==> config.mk <==
export PLATFORM = sky130hd
export DESIGN_NAME = array_mult_pipe
export DESIGN_NICKNAME = d
export VERILOG_FILES = /design/src/rtl/array_mult_pipe.sv
export SDC_FILE = /design/constraint.sdc
export NUM_CORES = 1
export LEC_CHECK = 0
export ABC_CLOCK_PERIOD_IN_PS = 3500
export BUFFER_PORTS_ARGS = -buffer_cell sky130_fd_sc_hd__buf_2
export CAP_MARGIN = 20
export CORE_MARGIN = 5
export CORE_UTILIZATION = 48
export CTS_CLUSTER_SIZE = 30
export DETAILED_ROUTE_END_ITERATION = 10
export MAX_ROUTING_LAYER = met4
export PLACE_DENSITY = 0.66
export SLEW_MARGIN = 20
export SYNTH_ARGS = -nofsm -noshare
export SYNTH_HDL_FRONTEND = slang
export SYNTH_SLANG_ARGS = --single-unit
==> constraint.sdc <==
create_clock -name clk -period 3.5 [get_ports clk]
set_clock_uncertainty 0.2 [all_clocks]
set_input_delay 0.7 -clock clk [delete_from_list [all_inputs] [get_ports clk]]
set_output_delay 0.7 -clock clk [all_outputs]
set_load 0.01 [all_outputs]
==> src/rtl/array_mult_pipe.sv <==
// Pipelined signed/unsigned array multiplier with a valid/ready stream on both sides.
// An input register stage is followed by WIDTH/ROWS_PER_STAGE accumulate stages.
module array_mult_pipe #(
  parameter int WIDTH          = 4,
  parameter int ROWS_PER_STAGE = 1
) (
  input  logic                 clk,
  input  logic                 rst_n,
  input  logic                 in_valid,
  output logic                 in_ready,
  input  logic [WIDTH-1:0]     m,
  input  logic [WIDTH-1:0]     q,
  input  logic                 sgn,
  output logic                 out_valid,
  input  logic                 out_ready,
  output logic [2*WIDTH-1:0]   p
);
  localparam int S  = WIDTH / ROWS_PER_STAGE;
  localparam int PW = 2 * WIDTH;

  generate
    if (WIDTH < 2 || WIDTH > 16) begin : g_bad_width
      $error("array_mult_pipe: WIDTH must be in 2..16");
    end
    if (WIDTH % ROWS_PER_STAGE != 0) begin : g_bad_rows
      $error("array_mult_pipe: WIDTH must be divisible by ROWS_PER_STAGE");
    end
  endgenerate

  // Handshake: a beat moves on an edge where valid && ready. The whole pipeline
  // advances together; when the output is held, every stage holds.
  logic              v_r   [0:S];
  logic [PW-1:0]     acc_r [0:S];
  logic              sg_r  [0:S-1];
  logic [WIDTH-1:0]  m_r   [0:S-1];
  logic [WIDTH-1:0]  q_r   [0:S-1];
  logic [PW-1:0]     acc_nxt [1:S];
  logic              advance;

  assign advance   = !v_r[S] || out_ready;
  assign in_ready  = advance;
  assign out_valid = v_r[S];
  assign p         = acc_r[S];

  // Rows are sign-extended multiplicand copies; in signed mode the multiplier's
  // top bit carries weight -2^(WIDTH-1), so that row is subtracted.
  always_comb begin
    logic [PW-1:0]    mext;
    logic [PW-1:0]    sum;
    logic [WIDTH-1:0] qb;
    int               row;
    mext = '0;
    sum  = '0;
    qb   = '0;
    row  = 0;
    for (int k = 1; k <= S; k++) begin
      mext = sg_r[k-1] ? {{WIDTH{m_r[k-1][WIDTH-1]}}, m_r[k-1]}
                       : {{WIDTH{1'b0}}, m_r[k-1]};
      sum  = acc_r[k-1];
      for (int r = 0; r < ROWS_PER_STAGE; r++) begin
        row = (k - 1) * ROWS_PER_STAGE + r;
        qb  = q_r[k-1] >> row;
        if (qb[0]) begin
          if (sg_r[k-1] && row == WIDTH - 1) sum = sum - (mext << row);
          else                               sum = sum + (mext << row);
        end
      end
      acc_nxt[k] = sum;
    end
  end

  always_ff @(posedge clk or negedge rst_n) begin
    if (!rst_n) begin
      for (int k = 0; k <= S; k++) begin
        v_r[k]   <= 1'b0;
        acc_r[k] <= '0;
      end
      for (int k = 0; k < S; k++) begin
        sg_r[k] <= 1'b0;
        m_r[k]  <= '0;
        q_r[k]  <= '0;
      end
    end else if (advance) begin
      v_r[0]   <= in_valid;
      sg_r[0]  <= sgn;
      m_r[0]   <= m;
      q_r[0]   <= q;
      acc_r[0] <= '0;
      for (int k = 1; k <= S; k++) begin
        v_r[k]   <= v_r[k-1];
        acc_r[k] <= acc_nxt[k];
      end
      for (int k = 1; k < S; k++) begin
        sg_r[k] <= sg_r[k-1];
        m_r[k]  <= m_r[k-1];
        q_r[k]  <= q_r[k-1];
      end
    end
  end
endmodule
==> flow_metrics.py <==
metrics = {
    "yosys": {
        "netlist_area_um2": 3180,
        "netlist_top_cells_area": "dfrtp_1, nand2_1, ha_1",
        "synth_fp_nets": 386,
        "ys_ff_latch": 64,
        "synth_compound_area_share_pct": 10.1,
        "yosysSeqAreaShare_pct": 50.4,
        "ys_warn_count": 0,
        "post-synth-top-area-cell": "dfrtp_1",
        "avgSynthCellArea_um2": 8.95,
        "muxShareOfSynthArea_pct": 3.27,
        "yosys.area.top_type_share_pct": 50.4,
        "synth-simple-area-share_pct": 21.7,
        "yosys.area_share.adder_pct": 7.80,
        "netlist-cell-type-count": 32,
        "synth_top_family_by_area": "simple AND/OR/NAND/NOR gates",
        "synth-xor-area-share_pct": 1.38,
        "synth_cells": 355,
    },
    "job": {
        "cap_violations": 0,
    },
    "grt": {
        "grt_pass1_vias": 2299,
        "grt_max_degree": 65,
        "grt_usage_pct": 15.6,
        "grt_antenna_before_repair": 0,
        "grt_first_pass_wirelength_mm": 10.3,
        "gr-total-overflow": 0,
    },
    "finish": {
        "fillCellCount": 599,
        "multi_input_area_um2": 1410,
        "n_antenna_cell": 0,
        "final_area_um2": 3510,
        "mostFrequentLayoutCells": "nand2_1, dfrtp_1, o21ai_0",
        "final_common_cell": "nand2_1",
        "areaGrowthSynthToFinish_pct": 10.6,
        "drive_gt1_share_pct": 12.0,
        "nNetsFinal": 401,
        "final_core_util_pct": 55.0,
        "seqCellArea_um2": 1600,
    },
    "setup_path": {
        "end_kind": "register",
        "rr_endpoint": "p[7]",
        "cp.arrival_ps": 2710,
        "criticalPathCategory": "reg -> reg",
        "reg2reg_depth": 10,
        "cp-start-kind": "register",
        "r2r-start": "m_r[0]",
        "crit_fanout": 3,
        "r2r_slack_ps": 850,
        "crit_required_ps": 3560,
    },
    "power": {
        "power_w": 0.00331,
        "p_per_area_nw_per_um2": 942,
        "ir_drop_mv": 0.490,
        "p_leak_nw": 1.80,
    },
    "die": {
        "die_w_um": 91.4,
        "row_count": 29,
        "start_util_pct": 49.8,
        "dieHeight_um": 91.4,
        "coreArea_um2": 6390,
        "die_area_um2": 8350,
        "pin_count": 23,
    },
    "worst_hold_path": {
        "hold_path_depth": 2,
        "min_to": "p[1]",
        "min_path_type": "reg -> reg",
        "hold_start": "p[1]",
    },
    "cts": {
        "ctsResizeCount": 0,
        "cts_root_buffer": "clkbuf_8",
        "cts_tree": "built",
        "cts_setup_buffers": 0,
        "cts_made_buffers": 9,
        "clkSinkCount": 64,
        "clkSlewWorstSetupHoldPaths_ps": 70,
        "ctsHoldBuffers": 1,
        "htreeDepth": 3,
        "cts_buffer_depth": 2,
        "clk_latency_ps": 340,
    },
    "timing": {
        "hold_viol": 0,
        "setup_slack_ps": 845,
        "worst_pin_slew_ps": 626,
        "grt_setup_unrepaired": "no",
        "fmax_ghz": 0.377,
        "period_share_pct": 75.9,
        "tns_ps": 0,
        "fin_crit_ps": 2650,
        "slew_headroom_pct": 58.3,
        "final_max_slew_viol_count": 0,
        "setup_violations": 0,
    },
    "place": {
        "dp_hpwl_mm": 3.79,
        "dp_slack_ps": 869,
        "gp_congestion": 0.823,
        "post_dp_cell_area_um2": 3300,
        "port_buffers": 22,
    },
    "drt": {
        "num_vias": 2311,
        "vias_per_cell": 5.11,
        "dr.pass1.iters": 4,
        "wl_per_cell_um": 12.6,
        "drt_iter0_drc": 153,
        "drc": 0,
        "drtAntennaViolNets": 0,
        "wl_mm": 5.69,
    },
    "run_status": {
        "status": "complete, no violations",
    },
}
through the flow:
step                hold WS [ps]  instances
global route                 288        452
finish                       265        452
floorplan                    204        355
global placement             246        435
detailed placement           251        435
CTS                          269        452
worst max path at each step:
stage | slack (ps) | to | startpoint | depth (start not counted)
after floorplan | 990 | p[7] | m_r[0] | 10
after global placement | 930 | p[7] | m_r[0] | 10
after detailed placement | 870 | p[7] | m_r[0] | 10
after CTS | 850 | p[7] | m_r[0] | 10
after global routing | 660 | p[7] | m_r[0] | 10
final | 850 | p[7] | m_r[0] | 10
layout make-up:
type / instances / share of cell area [%]
flip-flops and latches: 64 / 45.6
clock buffers: 12 / 4.13
well taps: 77 / 2.74
inverters: 14 / 1.50
multi-input cells: 254 / 40.2
repair buffers: 27 / 4.27
clock inverters: 4 / 1.53
sequential cells by signal (all words and copies together), names as in the netlist:
register	flops
acc_r	21
m_r	16
q_r	10
p	8
sg_r	4
v_r	4
out_valid	1
cell usage after synthesis:
master and instances:
nor4b_1 1, and3_1 2, o211ai_1 2, nand2b_1 4, fa_1 3, and4_1 1, nand3_1 8, or3_1 1
xnor2_1 5, a21o_1 7, o21ai_0 28, nand2_1 130, o21a_1 2, a311oi_1 1, clkinv_1 1, a31oi_1 4
ha_1 15, buf_2 1, buf_4 8, a21oi_1 8, or4b_4 1, inv_1 13, nor2_1 9, dfrtp_1 64
nor2b_1 6, a22o_1 1, clkbuf_1 14, nor3_1 2, and2_1 1, mux2_2 3, a211oi_1 2, mux2i_1 7
where the power goes:
group	switching [W]	total (W)	internal, W
Combinational	0.000735	0.00137	0.000634
Clock	0.000280	0.000630	0.000350
Sequential	0.000253	0.00131	0.00106
Total	0.00127	0.00331	0.00204
critical path: stages, from the launching register on:
cell	delay (ps)
dfrtp_1	370
inv_1	70
ha_1	210
nor2_1	130
xnor2_1	130
ha_1	280
nor2b_1	150
o21a_1	180
or4b_4	510
a21o_1	190
a31oi_1	150
cells by family after synthesis:
family,Yosys count
adders and majority gates,18
muxes,10
xor gates and xnor gates,5
buffers and inverters,37
AOI/OAI and AO/OA,55
and+or+nand+nor,166
DFF,64
layer usage:
metal  track usage [%]  vias to the layer above  share of wire (%)
li1                  -                     1183                  -
met1              18.2                     1080                 45
met2              25.2                       41                 49
met3              5.62                        7                4.5
met4              5.13                        0                1.2
met5                 -                        -                  0
Note: power is estimated with default switching activity, not from simulation.
